[src/rtl/mul_arb_pkg.sv]
// Shared helpers for the multiplier-sharing arbiter: width functions and the
// round-robin pick.
package mul_arb_pkg;

  localparam int unsigned MAX_REQ = 16;
  localparam int unsigned IDX_W   = 4;

  // Tag width for n requesters (at least one bit)
  function automatic int unsigned tag_width(input int unsigned n);
    return (n > 1) ? $clog2(n) : 1;
  endfunction

  // FIFO pointer width for a depth of n entries (at least one bit)
  function automatic int unsigned ptr_width(input int unsigned n);
    return (n > 1) ? $clog2(n) : 1;
  endfunction

  // First valid index after ptr, wrapping over n requesters; ptr when none valid
  function automatic logic [IDX_W-1:0] rr_pick(input logic [MAX_REQ-1:0] valid,
                                               input logic [IDX_W-1:0]   ptr,
                                               input int unsigned        n);
    int unsigned idx;
    logic        found;
    rr_pick = ptr;
    found   = 1'b0;
    for (int unsigned k = 1; k <= MAX_REQ; k++) begin
      idx = (32'(ptr) + k) % n;
      if (!found && (k <= n) && valid[idx[IDX_W-1:0]]) begin
        rr_pick = IDX_W'(idx);
        found   = 1'b1;
      end
    end
  endfunction

endpackage

[src/rtl/mul_arb_tag_fifo.sv]
// In-order owner-tag FIFO; one entry per product in flight in the multiplier.
module mul_arb_tag_fifo
  import mul_arb_pkg::*;
#(
  parameter int unsigned DEPTH = 4,
  parameter int unsigned DW    = 2
) (
  input  logic                          clk,
  input  logic                          reset,
  input  logic                          push,
  input  logic                          pop,
  input  logic [DW-1:0]                 din,
  output logic [DW-1:0]                 dout,
  output logic                          full,
  output logic                          empty,
  output logic [ptr_width(DEPTH):0]     count
);

  localparam int unsigned AW    = ptr_width(DEPTH);
  localparam int unsigned CNT_W = AW + 1;

  logic [DW-1:0] mem [DEPTH];
  logic [AW-1:0] wr_ptr;
  logic [AW-1:0] rd_ptr;
  logic          do_push_c;
  logic          do_pop_c;

  assign full      = (count == CNT_W'(DEPTH));
  assign empty     = (count == '0);
  assign do_push_c = push && !full;
  assign do_pop_c  = pop && !empty;
  assign dout      = mem[rd_ptr];

  // Storage carries no reset; only pointers and count define contents
  always_ff @(posedge clk) begin
    if (do_push_c) begin
      mem[wr_ptr] <= din;
    end
  end

  always_ff @(posedge clk) begin
    if (reset) begin
      wr_ptr <= '0;
      rd_ptr <= '0;
      count  <= '0;
    end else begin
      if (do_push_c) begin
        wr_ptr <= (wr_ptr == AW'(DEPTH - 1)) ? '0 : wr_ptr + AW'(1);
      end
      if (do_pop_c) begin
        rd_ptr <= (rd_ptr == AW'(DEPTH - 1)) ? '0 : rd_ptr + AW'(1);
      end
      case ({do_push_c, do_pop_c})
        2'b10:   count <= count + CNT_W'(1);
        2'b01:   count <= count - CNT_W'(1);
        default: count <= count;
      endcase
    end
  end

endmodule

[src/rtl/mul_share_arbiter.sv]
// Round-robin sharing of one pipelined multiplier among N_REQ requesters.
// Optional issue/stall counters are built when MUL_ARB_STATS_EN is defined.
module mul_share_arbiter
  import mul_arb_pkg::*;
#(
  parameter int unsigned N_REQ   = 4,
  parameter int unsigned WIDTH   = 32,
  parameter int unsigned MAX_OUT = 4
) (
  input  logic                   clk,
  input  logic                   reset,
  input  logic [N_REQ-1:0]       req_valid,
  input  logic [N_REQ*WIDTH-1:0] req_a,
  input  logic [N_REQ*WIDTH-1:0] req_b,
  output logic [N_REQ-1:0]       req_ready,
  output logic [WIDTH-1:0]       mul_a,
  output logic [WIDTH-1:0]       mul_b,
  output logic                   mul_do,
  input  logic [2*WIDTH-1:0]     mul_p,
  input  logic                   mul_done,
  output logic [N_REQ-1:0]       rsp_valid,
  output logic [2*WIDTH-1:0]     rsp_data,
  output logic                   busy,
`ifdef MUL_ARB_STATS_EN
  output logic [31:0]            stat_issue,
  output logic [31:0]            stat_stall,
`endif
  output logic                   err_orphan
);

  localparam int unsigned TAG_W = tag_width(N_REQ);
  localparam int unsigned PTR_W = ptr_width(MAX_OUT);
  localparam int unsigned CNT_W = PTR_W + 1;

  logic [TAG_W-1:0] ptr;
  logic [TAG_W-1:0] gnt_idx_c;
  logic [TAG_W-1:0] head_tag;
  logic [WIDTH-1:0] sel_a_c;
  logic [WIDTH-1:0] sel_b_c;
  logic             accept_c;
  logic             pop_c;
  logic             orphan_c;
  logic             fifo_full;
  logic             fifo_empty;
  logic [CNT_W-1:0] fifo_count;

  // Grant: next valid requester after the last winner, only while a tag slot is free
  always_comb begin
    gnt_idx_c = TAG_W'(rr_pick(MAX_REQ'(req_valid), IDX_W'(ptr), N_REQ));
    req_ready = '0;
    if (!fifo_full && (|req_valid)) begin
      req_ready = N_REQ'(1) << gnt_idx_c;
    end
  end

  always_comb begin
    sel_a_c = '0;
    sel_b_c = '0;
    for (int unsigned i = 0; i < N_REQ; i++) begin
      if (TAG_W'(i) == gnt_idx_c) begin
        sel_a_c = req_a[i*WIDTH +: WIDTH];
        sel_b_c = req_b[i*WIDTH +: WIDTH];
      end
    end
  end

  assign accept_c = |(req_valid & req_ready);
  assign pop_c    = mul_done && !fifo_empty;
  assign orphan_c = mul_done && fifo_empty;
  assign busy     = (fifo_count != '0) || mul_do;

  mul_arb_tag_fifo #(
    .DEPTH (MAX_OUT),
    .DW    (TAG_W)
  ) u_tag_fifo (
    .clk   (clk),
    .reset (reset),
    .push  (accept_c),
    .pop   (pop_c),
    .din   (gnt_idx_c),
    .dout  (head_tag),
    .full  (fifo_full),
    .empty (fifo_empty),
    .count (fifo_count)
  );

  // Issue stage: capture the winner's operands and strobe the multiplier next cycle
  always_ff @(posedge clk) begin
    if (reset) begin
      ptr    <= TAG_W'(N_REQ - 1);
      mul_a  <= '0;
      mul_b  <= '0;
      mul_do <= 1'b0;
    end else begin
      mul_do <= accept_c;
      if (accept_c) begin
        ptr   <= gnt_idx_c;
        mul_a <= sel_a_c;
        mul_b <= sel_b_c;
      end
    end
  end

  // Return stage: route each product to the owner at the head of the tag FIFO
  always_ff @(posedge clk) begin
    if (reset) begin
      rsp_valid  <= '0;
      rsp_data   <= '0;
      err_orphan <= 1'b0;
    end else begin
      rsp_valid <= pop_c ? (N_REQ'(1) << head_tag) : '0;
      if (pop_c) begin
        rsp_data <= mul_p;
      end
      if (orphan_c) begin
        err_orphan <= 1'b1;
      end
    end
  end

`ifdef MUL_ARB_STATS_EN
  logic stall_c;
  assign stall_c = (|req_valid) && fifo_full && !mul_done;

  always_ff @(posedge clk) begin
    if (reset) begin
      stat_issue <= '0;
      stat_stall <= '0;
    end else begin
      if (accept_c) begin
        stat_issue <= stat_issue + 32'd1;
      end
      if (stall_c) begin
        stat_stall <= stat_stall + 32'd1;
      end
    end
  end
`endif

endmodule

[config.mk]
export PLATFORM = sky130hd
export DESIGN_NAME = mul_share_arbiter
export DESIGN_NICKNAME = d
export VERILOG_FILES = /design/src/rtl/mul_arb_pkg.sv /design/src/rtl/mul_arb_tag_fifo.sv /design/src/rtl/mul_share_arbiter.sv
export SDC_FILE = /design/constraint.sdc
export NUM_CORES = 1
export LEC_CHECK = 0
export ABC_AREA = 1
export BUFFER_PORTS_ARGS = -buffer_cell sky130_fd_sc_hd__clkbuf_2
export CAP_MARGIN = 10
export CORE_AREA = 4 4 181 183
export CTS_CLUSTER_DIAMETER = 150
export DETAILED_ROUTE_END_ITERATION = 10
export DIE_AREA = 0 0 185 187
export PLACE_DENSITY = 0.61
export SETUP_SLACK_MARGIN = 0.3
export SYNTH_ARGS = -nofsm -noshare
export SYNTH_HDL_FRONTEND = slang
export SYNTH_SLANG_ARGS = --single-unit
[constraint.sdc]
create_clock -name clk -period 3.6 [get_ports clk]
set_input_delay 0.18 -clock clk [delete_from_list [all_inputs] [get_ports clk]]
set_output_delay 0.18 -clock clk [all_outputs]
set_load 0.005 [all_outputs]
==> results list <==
- Number of cells on the worst reg-to-reg path: 13
- Number of setup violations in the final report: 0
- Root buf cell: sky130_fd_sc_hd__clkbuf_16
* Total Die Area: 34600 um2
* Least-Margin Pin Slew: 0.840 ns
- Critical Path Start: ptr[1]$_SDFFE_PP1N_
- In this run the power density over the cells is 1000 nW/um2.
- In this run the register-to-register setup slack is 0.78 ns.
* Via count of the routed design: 10.3k
- Final-layout fill cell count: 3277
- STA puts the critical path data required time at 3.42 ns.
- Routability-driven placement finished with a final weighted congestion of 0.850.
- Clock transition at the registers of the reported paths: 0.07 ns
* Die width: 185 um
- Grt peak-use layer: met2
- Startpoint type of the worst setup path: flop
- The hold violation count in the final report was 0.
- The total overflow left after global routing is 0.
- Cell Int Power: 0.00574 W
- Subtracting the final worst setup slack from the clock period gives 2.98 ns.
* Final routed wire length divided by cell count: 18.4 um
* Iteration count of the initial detailed-routing pass: 5
* R2R Path Start: ptr[1]$_SDFFE_PP1N_
* Final net count: 1955
- Buffers placed on the I/O ports in this run total 465.
- The area growth from synthesis to layout is 47.6%.
- Category of the worst setup path capture point: primary output
- Of the total power, the share spent switching nets is 0.515.
- Routed wire length: 37500 um
- Entering global routing, the biggest net connects 135 pins.
- The later pin in the worst-skew pair is clocked with a latency of 0.44 ns.
- Standard cell with the maximum stage delay on the critical path: sky130_fd_sc_hd__dfxtp_1
- Post-detailed-route count of antenna-violating nets: 0
* Most area-hungry cell type in the Yosys netlist: sky130_fd_sc_hd__dfxtp_1
- The initialized floorplan defines 65 standard-cell rows.
- On the critical path the largest part of the delay comes from simple AND/OR/NAND/NOR gates.
* Part of the total power dissipated in the clock network: 0.153
* Dpl hpwl: 25400 um
- The largest single stage delay on the critical path is 0.49 ns.
- The path class of the tightest hold or removal check is primary input to flop.
- Std-Cell Core Area: 31200 um2
* Effective utilization at floorplan: 0.256
- TritonCTS created 17 clock buffers.
- For this run, global-route usage on met1 was measured as 0.223.
- Proportion of layout cells with a drive suffix above 1: 0.326
* TritonCTS clock tree: done
- Critical path buffer and inverter count: 4
- The cell count after synthesis came out at 1169.
* Global-route track usage on met2: 0.350
* Synth unique cells: 27
* Unrepaired setup endpoints after global routing: no
* Proportion of netlist area held by the largest area contributor: 0.363
* Via count of the first global-routing pass: 9838
* GR Util All Layers: 0.199
- The first global-routing pass estimated 54700 um of wire.
- In this run the vertical extent of the chip is 187 um.
* Maximum buffer depth of the clock tree: 2
- Counting every net in the synthesized netlist gives 1503.
* Fraction of the yosys area taken by sequential cells: 0.393
* Via-to-Cell Ratio: 5.05
- Skew final: 0.00851 ns
- Cell area after layout: 11800 um2
- Number of antenna violations at the first check in global routing: 8
* Total number of yosys warnings: 0
- Adding up every negative setup slack in the final design gives 0 ns.
- Final cycle utilization of the critical path: 0.827
- Max Fanout on Critical Path: 38
- During I/O placement, the number of pins put on the boundary was 466.
* Largest voltage drop on the vdd net: 1080 uV
- After synthesis, the cell types taking the most area are sky130_fd_sc_hd__dfxtp_1 36%, sky130_fd_sc_hd__nor2_1 13%, sky130_fd_sc_hd__nand3_1 12%.
- Based on the critical path, the design can be clocked at up to 0.336 GHz.
- Net switching power: 0.00609 W
- Type of the worst setup path: flop to primary output
- Timing endpoint of the critical path: req_ready[2]
- In the routed design, unresolved DRC markers number 0.
- Leakage power total: 6.00 nW
* Number of levels in the clock H-tree: 4
- In this run the most critical hold path is launched from req_a[104].
* Met3 GRT Util: 0.0698
- Relative contribution of sequential cells to total power: 0.225
- The tree built by TritonCTS fans out to 153 sinks.
- In this run, the number of DRC markers left after iteration 0 of detailed routing was 538.
* Synthesized area: 7990 um2
* Total number of cells along the worst setup path: 12
* DP Area: 10500 um2
* Run status: finished, final reports clean
- In this run the tightest slew margin relative to its limit is 0.439.
* Number of flip-flops and latches in the synthesized netlist: 153
- The number of max-slew violations in the final report was 0.
- The share of total power dissipated in combinational logic is 0.622.
- Data arrives at the worst endpoint at 2.80 ns.
* Avg Cell Area, Syn: 6.84 um2
- Max-cap violations: 0
* Cell Chain, Critical Path: inv_2, nand2_1, nand2_1, nand2_2, nand2_2, nor2_4, nand3_4, nand2_8, buf_16, inv_1, nor3_1, clkbuf_2
- The worst register-to-register path ends at mul_a[18]$_SDFFE_PP0N_.
cell families after synthesis:
logic type | after synthesis | share of synthesized area
simple gates | 715 | 0.412
compound gates | 154 | 0.0983
flops | 153 | 0.393
buf+inv | 140 | 0.0845
fa+ha+maj | 7 | 0.0119
sequential cells by signal, indices dropped and copies added, names as in the netlist, named ones only:
register and flops:
u_tag_fifo.rd_ptr 2, err_orphan 1, mul_b 32, u_tag_fifo.wr_ptr 2, mul_a 32, mul_do 1
ptr 2, u_tag_fifo.mem 8, rsp_data 64, u_tag_fifo.count 3, rsp_valid 4
synthesized netlist by cell type:
master and count:
sky130_fd_sc_hd__edfxtp_1 8, sky130_fd_sc_hd__nand3_2 2, sky130_fd_sc_hd__nand3_1 198, sky130_fd_sc_hd__a21oi_1 13, sky130_fd_sc_hd__dfxtp_1 145, sky130_fd_sc_hd__inv_1 20, sky130_fd_sc_hd__nor3_1 5, sky130_fd_sc_hd__o21ai_1 1
sky130_fd_sc_hd__inv_2 4, sky130_fd_sc_hd__nor2_1 271, sky130_fd_sc_hd__buf_4 18, sky130_fd_sc_hd__nand2_2 5, sky130_fd_sc_hd__buf_6 3, sky130_fd_sc_hd__inv_4 1, sky130_fd_sc_hd__ha_1 6, sky130_fd_sc_hd__a32oi_1 2
sky130_fd_sc_hd__clkbuf_1 47, sky130_fd_sc_hd__nand4_1 129, sky130_fd_sc_hd__fa_1 1, sky130_fd_sc_hd__a211oi_1 1, sky130_fd_sc_hd__o211a_1 1, sky130_fd_sc_hd__or4_1 1, sky130_fd_sc_hd__o21ai_0 136, sky130_fd_sc_hd__nor2_2 1
sky130_fd_sc_hd__nand2_1 103, sky130_fd_sc_hd__buf_2 46, sky130_fd_sc_hd__buf_1 1
power groups by stage:
stage,sequential [W],clock [W],combinational [W]
after floorplan,0.00267,0,0.00506
after global placement,0.00267,0,0.00700
after detailed placement,0.00268,0,0.00710
after CTS,0.00265,0.00188,0.00718
after global routing,0.00273,0.00194,0.00823
final,0.00266,0.00181,0.00736
layer usage:
layer | wire [um] | part of all wire
met1 | 14300 | 0.38
met2 | 18400 | 0.49
met3 | 3760 | 0.10
met4 | 1010 | 0.027
met5 | 42 | 0.0011
timing repair:
action                                 in CTS  in global routing
setup endpoints to repair                   0                  2
buffers inserted                            0                  3
endpoints found under the hold margin      65                  0
gates resized for setup                     0                  4
hold buffers                               65                  0
cells in the final DEF, fill, tap and decap left out:
| cell | instances |
|---|---|
| sky130_fd_sc_hd__clkbuf_2 | 465 |
| sky130_fd_sc_hd__nor2_1 | 270 |
| sky130_fd_sc_hd__nand3_1 | 197 |
| sky130_fd_sc_hd__dfxtp_1 | 144 |
| sky130_fd_sc_hd__o21ai_0 | 136 |
| sky130_fd_sc_hd__nand4_1 | 129 |
| sky130_fd_sc_hd__nand2_1 | 103 |
| sky130_fd_sc_hd__dlygate4sd3_1 | 65 |
| sky130_fd_sc_hd__inv_1 | 18 |
| sky130_fd_sc_hd__clkbuf_16 | 18 |
| sky130_fd_sc_hd__a21oi_1 | 13 |
| sky130_fd_sc_hd__inv_6 | 10 |
| sky130_fd_sc_hd__buf_4 | 9 |
| sky130_fd_sc_hd__edfxtp_1 | 8 |
| sky130_fd_sc_hd__ha_1 | 6 |
| sky130_fd_sc_hd__nor3_1 | 5 |
| sky130_fd_sc_hd__buf_12 | 5 |
| sky130_fd_sc_hd__inv_4 | 4 |
| sky130_fd_sc_hd__diode_2 | 3 |
| sky130_fd_sc_hd__inv_2 | 3 |
| sky130_fd_sc_hd__nand2_2 | 3 |
| sky130_fd_sc_hd__nor2_4 | 2 |
| sky130_fd_sc_hd__nand3_2 | 2 |
| sky130_fd_sc_hd__nand3_4 | 2 |
| sky130_fd_sc_hd__a32oi_1 | 2 |
| sky130_fd_sc_hd__clkinvlp_4 | 2 |
| sky130_fd_sc_hd__buf_16 | 2 |
| sky130_fd_sc_hd__o21ai_1 | 1 |
| sky130_fd_sc_hd__nand2_8 | 1 |
| sky130_fd_sc_hd__nand2_4 | 1 |
| sky130_fd_sc_hd__or4_1 | 1 |
| sky130_fd_sc_hd__o211a_1 | 1 |
| sky130_fd_sc_hd__a211oi_1 | 1 |
| sky130_fd_sc_hd__fa_1 | 1 |
| sky130_fd_sc_hd__bufinv_16 | 1 |
| sky130_fd_sc_hd__clkinv_2 | 1 |
| sky130_fd_sc_hd__inv_8 | 1 |
| sky130_fd_sc_hd__dfxtp_2 | 1 |
worst register-to-register path, delay by kind of cell (launching register included):
kind	cells	cell delay, ns
flops	1	0.49
simple gates	11	1.81
buf+inv	2	0.47
metrics by stage:
stage | std cells | utilization | worst slack [ns] | hold WS (ns) | total power (W)
2_1_floorplan | 1169 | - | 1.26 | 0.315 | 0.00773
3_3_place_gp | 1933 | 0.335 | 0.957 | 0.410 | 0.00967
3_5_place_dp | 1933 | 0.335 | 0.815 | 0.408 | 0.00978
4_1_cts | 2030 | 0.374 | 0.363 | 0.0334 | 0.0117
5_1_grt | 2038 | 0.378 | 0.308 | 0.0693 | 0.0129
6_report | 2039 | 0.378 | 0.621 | 0.0691 | 0.0118
final cells by class:
type,instances,area [um2],share of cell area
Multi-Input combinational cell,877,4230,0.359
Timing Repair Buffer,547,3230,0.274
Sequential cell,153,3140,0.267
Tap cell,402,503,0.0427
Clock buffer,17,425,0.0361
Clock inverter,15,149,0.0126
Inverter,25,104,0.00881
Antenna cell,3,7.51,0.000637
how the worst min path moves through the flow:
stage / to / cells past startpoint
after floorplan: rsp_data[0]$_SDFFE_PP0P_ / 2
after global placement: rsp_data[48]$_SDFFE_PP0P_ / 3
after detailed placement: rsp_data[17]$_SDFFE_PP0P_ / 3
after CTS: mul_a[8]$_SDFFE_PP0N_ / 5
after global routing: mul_a[8]$_SDFFE_PP0N_ / 5
final: mul_a[8]$_SDFFE_PP0N_ / 5
No activity file was read; power rests on OpenSTA's default activity.
